File: src/rtl/comp_mult_pkg.sv
// ==== comp_mult_pkg : shared state encoding and width helpers for comp_mult_arb (rev 1.0) ====
`default_nettype none

package comp_mult_pkg;

  typedef enum logic [1:0] {
    IDLE  = 2'd0,
    ISSUE = 2'd1,
    WAIT  = 2'd2
  } state_t;

  localparam int DEF_DWIDTH   = 8;
  localparam int DEF_OP_W     = 4 * DEF_DWIDTH;
  localparam int DEF_RES_W    = 4 * (DEF_DWIDTH + 1);

  function automatic int op_word_w(input int dwidth);
    return 4 * dwidth;
  endfunction

  function automatic int res_word_w(input int dwidth);
    return 4 * (dwidth + 1);
  endfunction

  function automatic int grant_w(input int nreq);
    return (nreq > 1) ? $clog2(nreq) : 1;
  endfunction

endpackage

`default_nettype wire

File: src/rtl/comp_mult_arb_rr_pick.sv
// ==== rr_pick : combinational round-robin winner search starting at prio_ptr (rev 1.0) ====
`default_nettype none

module rr_pick
  import comp_mult_pkg::*;
#(
  parameter int NREQ = 4,
  localparam int GW  = grant_w(NREQ)
) (
  input  logic [NREQ-1:0] req_val,
  input  logic [GW-1:0]   prio_ptr,
  output logic [GW-1:0]   winner,
  output logic            any_req
);

  logic found;

  // prio_ptr is always below NREQ, so one conditional subtract implements the wrap
  always_comb begin
    int idx;
    winner = '0;
    found  = 1'b0;
    for (int k = 0; k < NREQ; k++) begin
      idx = int'(prio_ptr) + k;
      if (idx >= NREQ) idx = idx - NREQ;
      if (!found && req_val[idx]) begin
        found  = 1'b1;
        winner = GW'(idx);
      end
    end
  end

  assign any_req = |req_val;

endmodule

`default_nettype wire

File: src/rtl/comp_mult_arb.sv
// ==== comp_mult_arb : round-robin arbiter/sequencer sharing one complex multiplier (rev 1.0) ====
`default_nettype none

module comp_mult_arb
  import comp_mult_pkg::*;
#(
  parameter int NREQ   = 4,
  parameter int DWIDTH = 8,
  localparam int GW    = grant_w(NREQ),
  localparam int OPW   = op_word_w(DWIDTH),
  localparam int RESW  = res_word_w(DWIDTH)
) (
  input  logic                clk,
  input  logic                rst_n,
  input  logic                sw_rst,
  input  logic [NREQ-1:0]     req_val,
  output logic [NREQ-1:0]     req_rdy,
  input  logic [NREQ*OPW-1:0] req_data,
  output logic [NREQ-1:0]     rsp_val,
  input  logic [NREQ-1:0]     rsp_rdy,
  output logic [RESW-1:0]     rsp_data,
  output logic                mul_op_val,
  input  logic                mul_op_rdy,
  output logic [OPW-1:0]      mul_op_data,
  input  logic                mul_res_val,
  output logic                mul_res_rdy,
  input  logic [RESW-1:0]     mul_res_data,
  output logic                busy,
  output logic [GW-1:0]       grant_idx
);

  state_t        state, state_nxt;
  logic [GW-1:0] prio_ptr;
  logic [GW-1:0] winner;
  logic          any_req;
  logic          res_done;
  logic [GW-1:0] ptr_after_grant;

  rr_pick #(.NREQ(NREQ)) u_rr_pick (
    .req_val  (req_val),
    .prio_ptr (prio_ptr),
    .winner   (winner),
    .any_req  (any_req)
  );

  assign res_done        = (state == WAIT) && mul_res_val && rsp_rdy[grant_idx];
  assign ptr_after_grant = (grant_idx == GW'(NREQ - 1)) ? '0 : grant_idx + 1'b1;

  always_ff @(posedge clk or negedge rst_n) begin
    if (!rst_n) begin
      state     <= IDLE;
      prio_ptr  <= '0;
      grant_idx <= '0;
    end else if (sw_rst) begin
      state     <= IDLE;
      prio_ptr  <= '0;
      grant_idx <= '0;
    end else begin
      state <= state_nxt;
      if (state == IDLE && any_req) grant_idx <= winner;
      if (res_done) prio_ptr <= ptr_after_grant;
    end
  end

  always_comb begin
    state_nxt = state;
    case (state)
      IDLE:    if (any_req)    state_nxt = ISSUE;
      ISSUE:   if (mul_op_rdy) state_nxt = WAIT;
      WAIT:    if (res_done)   state_nxt = IDLE;
      default:                 state_nxt = IDLE;
    endcase
  end

  // Pure decode: the multiplier owns the only data storage on this path
  always_comb begin
    req_rdy     = '0;
    rsp_val     = '0;
    mul_op_val  = 1'b0;
    mul_res_rdy = 1'b0;
    mul_op_data = req_data[grant_idx*OPW +: OPW];
    rsp_data    = mul_res_data;
    busy        = (state != IDLE);
    case (state)
      ISSUE: begin
        mul_op_val         = 1'b1;
        req_rdy[grant_idx] = mul_op_rdy;
      end
      WAIT: begin
        rsp_val[grant_idx] = mul_res_val;
        mul_res_rdy        = rsp_rdy[grant_idx];
      end
      default: ;
    endcase
  end

endmodule

`default_nettype wire
File: config.mk
export PLATFORM = sky130hd
export DESIGN_NAME = comp_mult_arb
export DESIGN_NICKNAME = d
export VERILOG_FILES = /design/src/rtl/comp_mult_pkg.sv /design/src/rtl/comp_mult_arb_rr_pick.sv /design/src/rtl/comp_mult_arb.sv
export SDC_FILE = /design/constraint.sdc
export NUM_CORES = 1
export LEC_CHECK = 0
export CORE_AREA = 2 2 100 102
export DETAILED_ROUTE_END_ITERATION = 7
export DIE_AREA = 0 0 102 104
export PLACE_DENSITY = 0.59
export SLEW_MARGIN = 15
export SYNTH_ARGS = -nofsm -noshare
export SYNTH_HDL_FRONTEND = slang
export SYNTH_SLANG_ARGS = --single-unit
export TNS_END_PERCENT = 10
File: constraint.sdc
create_clock -name clk -period 2.8 [get_ports clk]
set_input_delay 0.56 -clock clk [delete_from_list [all_inputs] [get_ports clk]]
set_output_delay 0.56 -clock clk [all_outputs]
set_load 0.01 [all_outputs]
==> results of run 1 <==
[logic make-up (layout without fill, tap and decap cells)]
logic type      after synthesis  after routing  share of synthesized area [%]
compound gates               10             10                           4.14
flops                         6              6                           9.93
simple gates                 28             28                           10.0
fa+ha+maj                     4              4                           3.31
mux                          35             35                           51.0
buf+inv                      48            198                           21.7
[cell usage in the layout, fill, tap and decap left out, drive strengths merged, types with 2 or more instances in the layout]
| master | n |
|---|---|
| inv | 4 |
| mux4 | 33 |
| or4 | 2 |
| nand2 | 6 |
| buf | 5 |
| dfrtp | 6 |
| a21oi | 6 |
| nor2 | 6 |
| mux2i | 2 |
| nor2b | 2 |
| and3 | 8 |
| clkdlybuf4s50 | 185 |
| clkbuf | 4 |
| ha | 4 |
[final cells by class]
class                           count  area, sq um
Clock buffer                        4         45.0
Sequential cell                     6          153
Timing Repair Buffer              190         1910
Inverter                            4         15.0
Fill cell                         985         6220
Multi-Input combinational cell     77         1030
Tap cell                          133          166
[per-layer routing]
metal | global-route usage, % | vias up
met5 | 0 | -
met4 | 2.95 | 0
met3 | 2.22 | 12
met2 | 21.7 | 114
met1 | 12.1 | 809
li1 | - | 779
[critical path, delay by kind of cell]
| kind | cells | cell delay, ns |
|---|---|---|
| AND/OR/NAND/NOR | 1 | 0.17 |
| multiplexers | 1 | 0.48 |
| buffers and inverters | 2 | 0.87 |
[state kept, by name, summed over array words and instances (netlist names)]
| name | count |
|---|---|
| prio_ptr | 2 |
| state | 2 |
| grant_idx | 2 |
[through the flow]
stage	worst slack [ns]	utilization, %	cell area (sq um)	total power, uW	instances
2_1_floorplan	0.786	-	1510	322	131
3_3_place_gp	0.177	34.4	3280	612	410
3_5_place_dp	0.162	34.4	3280	614	410
4_1_cts	0.144	34.9	3330	755	414
5_1_grt	0.0948	34.9	3330	791	414
6_report	0.152	34.9	3330	744	414
[power groups by stage]
| stage | clock network, uW | registers, uW | logic [uW] |
|---|---|---|---|
| 3_5_place_dp | 0 | 101 | 513 |
| 6_report | 136 | 99.9 | 508 |
| 2_1_floorplan | 0 | 97.2 | 225 |
| 3_3_place_gp | 0 | 101 | 511 |
| 5_1_grt | 150 | 101 | 540 |
| 4_1_cts | 140 | 100 | 515 |
[how the worst max path moves through the flow]
stage	start	end	cells past startpoint
6_report	rsp_rdy[3]	mul_res_rdy	4
5_1_grt	grant_idx[0]$_DFFE_PN0P_	mul_op_data[8]	3
4_1_cts	rsp_rdy[3]	mul_res_rdy	4
3_5_place_dp	rsp_rdy[2]	mul_res_rdy	4
3_3_place_gp	rsp_rdy[3]	mul_res_rdy	4
2_1_floorplan	grant_idx[0]$_DFFE_PN0P_	mul_op_data[0]	3
==> impl_metrics.ini, run 1 <==
[sta]
fin_skew_ns = 0.00224
fin_crit_ns = 2.65
setup_viol = 0
finalHoldViolCount = 0
maxSlewViolCount = 0
slew_headroom_pct = 71.4
hold_slack_ns = 0.499
fin_crit_sh_pct = 94.6
worst_pin_slew_ns = 0.428
finalSetupTns_ns = 0
rsz0062_at_grt = false
max_freq_mhz = 378

[logic_synthesis]
synth_seq_cells = 6
synth_edf_count = 0
ys_top_cells_by_count = 36 x buf_4, 31 x mux4_2, 8 x and3_1
syn_inst = 131
async_reset_ff_share_pct = 100
yosys.area.top_type = mux4_2
yosys.cell_types.count = 25
avgSynthCellArea_sq_um = 11.5
yosysMostFrequentCell = buf_4
seq_area_frac_synth_pct = 9.93
yosys_warnings = 0
synth_ff_type = dfrtp_1
synth_area_sq_um = 1510
synth_top_cell_area_share_pct = 46.2
syn-num-nets = 312
synthTopCellsByArea = mux4_2 46%, buf_4 18%, dfrtp_1 9.9%, mux4_1 3.5%, and3_1 3.3%

[detailed_routing]
wl_met1_um = 2440
vias = 1714
met2_length_um = 3560
via_per_inst = 4.14
drtPass1Iterations = 4
top_layer_used = met4
drt_iter0_drc = 53
final_antenna_net_count = 0
wl_um = 6730
wl_per_cell_um = 16.2
met3_length_um = 628
remaining_drc_errors = 0

[clocking]
clockRootBuffer = clkbuf_8
ctsLongestPathBuffers = 2
cts_buffers = 3
clk_pin_slew_worst_paths_ns = 0.04
cts_setup_buffers = 0
cts_resized = 0
clkLatencyLatePin_ns = 0.22
h-tree-depth = 1
holdBufCountCts = 0
cts_tree = yes
cts_sinks = 6

[floorplan]
rows = 36
dieArea_sq_um = 10600
fp.coreArea_sq_um = 9550
io_pins = 258
die_width_um = 102
initial_utilization_pct = 15.8
die_h_um = 104

[pwr]
power_frac_clock_pct = 18.3
comb_power_share_pct = 68.3
seqPwrFrac_pct = 13.4
switching_share_pct = 25.7
max-vdd-ir-drop_v = 0.000242
power.switching_uw = 191
leakagePower_uw = 0.00118
cell_internal_pwr_uw = 553
p_per_area_nw_per_um2 = 223

[job]
maxCapViolations = 0

[worst_setup_path]
critical_path_class = in -> out
path_cells = clkdlybuf4s50_1, mux4_2, and2_1, clkdlybuf4s50_1
crit_top_cell = clkdlybuf4s50_1
r2r_setup_slack_ns = 1.12
r2r-start = grant_idx[0]$_DFFE_PN0P_
crit_slowest_cell = mux4_2
crit_path_start_kind = primary input
end_kind = output pin
cpPeakStageDelay_ns = 0.48
r2r-end = prio_ptr[0]$_DFFE_PN0P_
path_max_fanout = 2
crit_arrival_ns = 2.09
worstPathRequired_ns = 2.24
reg2reg_depth = 5

[global_route]
grt_max_degree = 18
grt_pass1_vias = 1810
grt_overflow = 0
grt_first_pass_wirelength_um = 9450
antenna_found_initial = 0
track_usage_pct = 11.2

[placed_design]
port_buffers = 185
gp_congestion = 0.819
dp_hpwl_um = 5890

[layout]
syn2layout_area_growth_pct = 120
fin_nets = 463
drive_gt1_share_pct = 14.9
diodes = 0

[worst_hold_path]
worstHoldStart = state[1]$_DFFE_PN0P_
hold_path_depth = 1
hold_end = state[0]$_DFFE_PN0P_
hold_path_class = reg -> reg

[run_status]
status = finished, final reports clean
Power figures use the tool's default switching activity.
==> run 2, diff against run 1 <==
- SLEW_MARGIN: 15 -> 25
==> results of run 2 <==
Final layout, timing and power as in run 1 (identical DEF).
